===== config.mk =====
export PLATFORM = sky130hd
export DESIGN_NAME = wb_regfile
export DESIGN_NICKNAME = d
export VERILOG_FILES = /design/src/rtl/wb_regfile_pkg.sv /design/src/rtl/wb_regfile_decode.sv /design/src/rtl/wb_regfile.sv
export SDC_FILE = /design/constraint.sdc
export NUM_CORES = 2
export LEC_CHECK = 0
export BUFFER_PORTS_ARGS = -buffer_cell sky130_fd_sc_hd__buf_2
export CORE_MARGIN = 1
export CORE_UTILIZATION = 56
export DETAILED_ROUTE_END_ITERATION = 10
export GPL_ROUTABILITY_DRIVEN = 0
export GPL_TIMING_DRIVEN = 1
export HOLD_SLACK_MARGIN = 0.12
export PLACE_DENSITY = 0.82
export SLEW_MARGIN = 20
export SYNTH_ARGS = -nofsm -noshare
export SYNTH_HDL_FRONTEND = slang
export SYNTH_SLANG_ARGS = --single-unit

===== constraint.sdc =====
create_clock -name clk -period 34.2 [get_ports clk]
set_input_delay 6.84 -clock clk [delete_from_list [all_inputs] [get_ports clk]]
set_output_delay 6.84 -clock clk [all_outputs]
set_load 0.005 [all_outputs]

===== src/rtl/wb_regfile_pkg.sv =====
// Shared constants for the writeback stage and the decode stage.
// Contents: opcode and ALU-op encodings, RSTATUS exception codes, and a
// helper that maps an overflowing R-type ALU op to its status code.
package wb_regfile_pkg;

  // Primary opcodes, ir[31:27]
  localparam logic [4:0] OP_R    = 5'b00000;
  localparam logic [4:0] OP_ADDI = 5'b00101;
  localparam logic [4:0] OP_LW   = 5'b01000;
  localparam logic [4:0] OP_JAL  = 5'b00011;
  localparam logic [4:0] OP_SETX = 5'b10101;

  // R-type ALU ops, ir[6:2]
  localparam logic [4:0] ALU_ADD = 5'b00000;
  localparam logic [4:0] ALU_SUB = 5'b00001;
  localparam logic [4:0] ALU_MUL = 5'b00110;
  localparam logic [4:0] ALU_DIV = 5'b00111;

  // Values written to RSTATUS on overflow
  localparam logic [2:0] RS_ADD_OVF  = 3'd1;
  localparam logic [2:0] RS_ADDI_OVF = 3'd2;
  localparam logic [2:0] RS_SUB_OVF  = 3'd3;
  localparam logic [2:0] RS_MUL_OVF  = 3'd4;
  localparam logic [2:0] RS_DIV_OVF  = 3'd5;

  typedef struct packed {
    logic       hit;   // this aluop reports overflow through RSTATUS
    logic [2:0] code;
  } ovf_code_t;

  // Only add/sub/mul/div redirect to RSTATUS; other ops ignore the flag.
  function automatic ovf_code_t r_ovf_code(input logic [4:0] aluop);
    ovf_code_t r;
    r.hit  = 1'b1;
    r.code = 3'd0;
    case (aluop)
      ALU_ADD: r.code = RS_ADD_OVF;
      ALU_SUB: r.code = RS_SUB_OVF;
      ALU_MUL: r.code = RS_MUL_OVF;
      ALU_DIV: r.code = RS_DIV_OVF;
      default: r.hit  = 1'b0;
    endcase
    return r;
  endfunction

endpackage


===== src/rtl/wb_regfile_decode.sv =====
// Combinational writeback decode: turns the MEM/WB instruction and its
// results into the single register write it produces.
// Ports:
//   ir_i       instruction from the MEM/WB latch
//   o_i        ALU result (PC+1 for jal)
//   d_i        load data
//   overflow_i ALU/multdiv overflow flag
//   we_o       write enable (0 for bubbles, non-writing ops and register 0)
//   addr_o     destination register
//   data_o     write data
module wb_decode
  import wb_regfile_pkg::*;
#(
  parameter int WIDTH   = 32,
  parameter int RSTATUS = 30,
  parameter int LINKREG = 31
) (
  input  logic [31:0]      ir_i,
  input  logic [WIDTH-1:0] o_i,
  input  logic [WIDTH-1:0] d_i,
  input  logic             overflow_i,
  output logic             we_o,
  output logic [4:0]       addr_o,
  output logic [WIDTH-1:0] data_o
);

  logic [4:0] op;
  logic [4:0] rd;
  logic [4:0] aluop;
  ovf_code_t  oc;

  assign op    = ir_i[31:27];
  assign rd    = ir_i[26:22];
  assign aluop = ir_i[6:2];
  assign oc    = r_ovf_code(aluop);

  always_comb begin
    we_o   = 1'b0;
    addr_o = rd;
    data_o = o_i;
    case (op)
      OP_R: begin
        we_o = 1'b1;
        if (overflow_i && oc.hit) begin
          addr_o = 5'(RSTATUS);
          data_o = WIDTH'(oc.code);
        end
      end
      OP_ADDI: begin
        we_o = 1'b1;
        if (overflow_i) begin
          addr_o = 5'(RSTATUS);
          data_o = WIDTH'(RS_ADDI_OVF);
        end
      end
      OP_LW: begin
        we_o   = 1'b1;
        data_o = d_i;
      end
      OP_JAL: begin
        we_o   = 1'b1;
        addr_o = 5'(LINKREG);
      end
      OP_SETX: begin
        we_o   = 1'b1;
        addr_o = 5'(RSTATUS);
        data_o = WIDTH'(ir_i[26:0]);
      end
      default: we_o = 1'b0;
    endcase
    // A bubble decodes as R-type to $0, but an overflow flag on it must
    // not reach RSTATUS, so it is killed explicitly. $0 is never written.
    if (ir_i == '0 || addr_o == '0) we_o = 1'b0;
  end

endmodule


===== src/rtl/wb_regfile.sv =====
// Writeback stage merged with the architectural register file.
// Commits one decoded write per falling clock edge, serves two
// combinational read ports with write-through bypass, and counts retired
// (non-bubble) instructions.
// Ports:
//   clk                  pipeline clock, state updates on the falling edge
//   clr                  asynchronous active-high reset
//   mw_ir/mw_o/mw_d      MEM/WB instruction, ALU/PC result, load data
//   mw_overflow          overflow flag for the instruction
//   rd_addr_a/b          decode read addresses
//   rd_data_a/b          read data
//   wb_we/wb_addr/wb_data decoded write, exported for bypass/hazards
//   retired              retired-instruction counter
module wb_regfile
  import wb_regfile_pkg::*;
#(
  parameter int WIDTH   = 32,
  parameter int NREG    = 32,
  parameter int RSTATUS = 30,
  parameter int LINKREG = 31,
  parameter int CNT_W   = 32
) (
  input  logic             clk,
  input  logic             clr,
  input  logic [31:0]      mw_ir,
  input  logic [WIDTH-1:0] mw_o,
  input  logic [WIDTH-1:0] mw_d,
  input  logic             mw_overflow,
  input  logic [4:0]       rd_addr_a,
  input  logic [4:0]       rd_addr_b,
  output logic [WIDTH-1:0] rd_data_a,
  output logic [WIDTH-1:0] rd_data_b,
  output logic             wb_we,
  output logic [4:0]       wb_addr,
  output logic [WIDTH-1:0] wb_data,
  output logic [CNT_W-1:0] retired
);

  logic [WIDTH-1:0] regs_q [NREG];
  logic [CNT_W-1:0] cnt_q;
  logic [CNT_W-1:0] cnt_d;

  wb_decode #(
    .WIDTH  (WIDTH),
    .RSTATUS(RSTATUS),
    .LINKREG(LINKREG)
  ) u_decode (
    .ir_i      (mw_ir),
    .o_i       (mw_o),
    .d_i       (mw_d),
    .overflow_i(mw_overflow),
    .we_o      (wb_we),
    .addr_o    (wb_addr),
    .data_o    (wb_data)
  );

  // Bubbles are not counted; the counter wraps silently.
  assign cnt_d = (mw_ir != '0) ? cnt_q + CNT_W'(1) : cnt_q;

  always_ff @(negedge clk or posedge clr) begin
    if (clr) begin
      for (int i = 0; i < NREG; i++) regs_q[i] <= '0;
      cnt_q <= '0;
    end else begin
      if (wb_we) regs_q[wb_addr] <= wb_data;
      cnt_q <= cnt_d;
    end
  end

  // Bypass lets decode see a value in the same cycle it is being written.
  assign rd_data_a = (rd_addr_a == '0)                    ? '0      :
                     (wb_we && rd_addr_a == wb_addr)      ? wb_data :
                                                            regs_q[rd_addr_a];
  assign rd_data_b = (rd_addr_b == '0)                    ? '0      :
                     (wb_we && rd_addr_b == wb_addr)      ? wb_data :
                                                            regs_q[rd_addr_b];

  assign retired = cnt_q;

endmodule


* Word level (Yosys, flattened, before mapping) *
Index checks and enable logic that the tools add are counted.

storage, ports and cells
  bits in registers = 1056
  output and inout port bits = 134
  word-level logic and storage cells = 87

cells by class
  add/subtract/negate cells = 1
  magnitude comparators = 4
  equal/unequal tests = 9
  muxes and demuxes = 23
  bitwise gates (word level) = 3
  reductions and logical operators = 14

operators by type and width
  kind                                                                           number
  1024-bit bitwise mux                                                           1
  32-bit two-way mux                                                             11
  32-bit binary-select mux with 5-bit select                                     2
  32-bit demux with 5-bit select                                                 1
  32-bit case mux with 4 select lines                                            1
  32-bit by 1-bit adder with 32-bit output (second input constant)               1
  32-bit logical NOT                                                             1
  32-bit nonzero test                                                            1
  5-bit logical NOT                                                              5
  5-bit case mux with 4 select lines                                             1
  6-bit >= comparator (second input constant)                                    3
  5-bit NOT with 6-bit output                                                    3
  5-bit by 3-bit equality test with 1-bit output (second input constant)         3
  3-bit case mux with 4 select lines                                             1
  5-bit equality test                                                            2
  5-bit two-way mux                                                              2
  6-bit by 1-bit less-than comparator with 1-bit output (second input constant)  1
  5-bit by 1-bit equality test with 1-bit output (second input constant)         1
  5-bit by 2-bit equality test with 1-bit output (second input constant)         1
  5-bit by 4-bit equality test with 1-bit output (second input constant)         1
  5-bit equality test (second input constant)                                    1
  5-bit OR reduction                                                             1
  1-bit logical AND                                                              4
  4-bit OR reduction                                                             1
  other kinds (2)                                                                4

* Longest topological paths before layout *
  depth in word-level cells = 12
  gate-level depth with buffers = 13
  depth with buffers taken out = 8

* Modules after synthesis *
A second synthesis with hierarchy kept.

second synthesis, totals
  cell total of the unflattened synthesis = 3973
  area, all modules = 57358.8 µm²

by module, submodules not included
  module      times used  cells each  area each (µm²)  sequential area each (µm²)
  wb_regfile  1           3819        56262.7          26425.3
  wb_decode   1           154         1096.1           0.0

==> impl_metrics.toml <==
[route]
dr.first_iter.drc_count = 6896
num_vias = 42737
ant_nets = 0
drt-total-wl_um = 172700
wl_per_cell_um = 28.66
viasPerCell = 7.094
drc = 0
drt-pass1-iter-count = 7

[clock_network]
hold_buffers = 0
cts_tree = "done"
clockBufferDepth = 3
postCtsSetupBuffers = 0
cts-root-buf = "clkbuf_16"
clkSinkCount = 1056
ctsResizeCount = 0
cts_made_buffers = 108
path_clk_slew_ns = 0.05
clk_latency_ns = 0.64
htree_num_levels = 3

[place]
portBuffers = 242
dpl_cell_area_um2 = 57050
hpwl_um = 92910

[final_layout]
insertedDiodeCount = 0
drive_gt1_share_pct = 26.18
final_cell_area_um2 = 60930
nNetsFinal = 4759
nFillCells = 6922
area_growth_pct = 9.859

[global_routing]
gr-total-overflow = 0
grt_pass1_wl_um = 261900
met1_usage_pct = 45.03
top_usage_layer = "met2"
gr-usage-met2_pct = 53.43
grt_usage_pct = 35.04
grt_max_degree = 198
gr-usage-met3_pct = 11.99
grt_pass1_vias = 43667
antenna_found_initial = 1

[min_path]
whs_path_depth = 0
hp-class = "reg2reg"
min_to = "regs_q[1022]"
hp-start = "regs_q[1022]"

[setup_path]
critical-path-slowest-cell = "nand4_1"
cp-start-kind = "primary input"
ff2ff_path_depth = 6
cp_num_buf_inv = 3
cp_top_family = "compound AO/OA/AOI/OAI gates"
endpoint_kind = "flop"
critPathMaxStageDelay_ns = 0.89
timing.rr.end = "retired[26]"
crit_type = "in2reg"
worstPathArrival_ns = 11.27
crit_start = "mw_ir[27]"
regToRegSetupSlack_ns = 31.98
crit_fanout = 47
cp.required_ns = 17.58
crit_chain = "buf_2 > nor4bb_1 > a41o_1 > o21ai_2 > a21boi_4 > inv_2 > nand4_1 > buf_4 > mux2_2"
r2r_start = "retired[3]"

[yosys]
ys.warnings.count = 0
async_reset_ff_share_pct = 100.0
netlist_area_um2 = 55460
syn_nets = 4873
synthCells = 4763
ys_types = 62
ys_ff_latch = 1056
ys.flop_type = "dfrtn_1"
synth_edf_count = 0
synth-seq-area-share_pct = 47.65
synth.avg_cell_area_um2 = 11.64

[sta]
setup_tns_ns = 0
tightest_slew_ns = 1.230
skew_ns = 0.005898
report.final.setup_viol = 0
slew_viol_final = 0
slew-limit-headroom_pct = 17.80
hold_viol = 0
rsz0062_at_grt = "no"

[die]
rows = 115
die_h_um = 316.7
initial_core_util_pct = 56.43
die_w_um = 316.7
die-area_um2 = 100300
design.core.area_um2 = 98280
io_pins = 243

[pwr]
p_per_area_nw_per_um2 = 58.75
ir_worst_vdd_v = 0.00004738
power_mw = 3.580
p_leak_nw = 26.77

[flow_run]
cap_violations = 0

[status]
status = "finished clean"
Yosys cell counts, types with 2 or more instances:
cell      instances  area share [%]
buf_2           132             1.2
a22oi_1          94             1.3
nor3_1           13            0.12
mux2_2           30            0.61
nor2_1          647             4.4
nor2b_1           8           0.090
o22ai_1           3           0.034
buf_1            52            0.35
o21ai_1          10           0.090
and3_1           19            0.21
nor4_4            2           0.077
a211oi_1          2           0.027
nor3b_1           5           0.068
nand2_1         462             3.1
nand2b_1          8           0.090
and3b_1           2           0.032
a21oi_1         630             5.7
nor4_1            6           0.068
a21o_1            2           0.027
clkbuf_1        355             2.4
a222oi_1          2           0.036
inv_1            44            0.30
nand3_1          23            0.21
dfrtn_1        1056              48
mux2_1            2           0.041
xor2_1           10            0.16
o221ai_1          2           0.032
mux2i_1          67             1.2
mux4_2          640              26
buf_4             7           0.095
and2_1           28            0.32
nand4_1           9            0.10
or3_1             4           0.045
xnor2_1          23            0.36
o21ai_0         337             3.0
kinds of logic after synthesis:
| kind of cell | after synthesis | synth area share (%) |
|---|---|---|
| compound gates | 1099 | 10.56 |
| simple gates | 1244 | 9.052 |
| buf+inv | 591 | 4.345 |
| mux | 739 | 27.85 |
| xor+xnor | 33 | 0.5211 |
| flops | 1056 | 47.65 |
| fa+ha+maj | 1 | 0.02256 |
per-layer routing:
| layer | wire length [µm] | vias up |
|---|---|---|
| li1 | - | 17083 |
| met1 | 58670 | 21487 |
| met2 | 79500 | 3394 |
| met3 | 24790 | 771 |
| met4 | 9679 | 2 |
| met5 | 13 | - |
power breakdown:
| group | leakage [nW] | switching, mW | internal [mW] | total, mW |
|---|---|---|---|---|
| combinational | 10.8 | 0.331 | 0.358 | 0.689 |
| clock | 1.88 | 0.517 | 0.747 | 1.26 |
| sequential | 14.1 | 0.159 | 1.47 | 1.63 |
| total | 26.8 | 1.01 | 2.57 | 3.58 |
worst register-to-register path, cell delays in order (launching register included):
cell	delay, ns
dfrtn_1	0.49
and4_1	0.27
nand2_1	0.08
nor3_1	0.52
nand2b_1	0.33
nor3_1	0.26
xor2_1	0.10
layout by cell type, fill, tap and decap left out, types with 12 or more instances in the layout:
master | Yosys | routed
and3_4 | 0 | 12
o21ai_0 | 337 | 337
clkinv_2 | 0 | 23
clkbuf_8 | 0 | 24
dfrtn_1 | 1056 | 1056
a22oi_1 | 94 | 89
clkbuf_1 | 355 | 19
mux2_2 | 30 | 30
and2_1 | 28 | 16
clkbuf_16 | 0 | 110
xnor2_1 | 23 | 23
mux4_2 | 640 | 640
nor3_1 | 13 | 12
nor2_1 | 647 | 647
a21oi_1 | 630 | 628
nand2_1 | 462 | 460
nand3_1 | 23 | 13
bufinv_16 | 0 | 14
and2_2 | 0 | 12
buf_4 | 7 | 75
mux2i_1 | 67 | 67
buf_2 | 132 | 236
inv_1 | 44 | 41
stage by stage:
step / setup slack [ns] / cells / utilization [%] / hold slack (ns)
after floorplan: -3.904 / 4763 / - / 0.4019
after global placement: 5.982 / 5824 / 58.05 / 0.3357
after detailed placement: 5.841 / 5824 / 58.05 / 0.3428
after CTS: 6.477 / 6022 / 61.90 / 0.3427
after global routing: 6.134 / 6024 / 62.00 / 0.3488
final: 6.304 / 6024 / 62.00 / 0.3411
cell type report:
class	instances	area, µm²	share of cell area [%]
Timing Repair Buffer	322	1959	3.216
Multi-Input combinational cell	3116	26970	44.27
Clock buffer	153	3154	5.177
Sequential cell	1056	26430	43.37
Tap cell	1287	1610	2.643
Clock inverter	45	623.1	1.023
Inverter	45	182.7	0.2998
registers in the layout, indices dropped and copies added, names as in the netlist:
register,count
regs_q,1024
retired,32
worst max path at each step:
stage / end / slack [ns] / cells past startpoint
2_1_floorplan: regs_q[0] / -3.90 / 1
3_3_place_gp: regs_q[961] / 5.98 / 8
6_report: regs_q[961] / 6.30 / 9
3_5_place_dp: regs_q[961] / 5.84 / 9
4_1_cts: regs_q[961] / 6.48 / 9
5_1_grt: regs_q[961] / 6.13 / 9
Note: power is estimated with default switching activity, not from simulation.
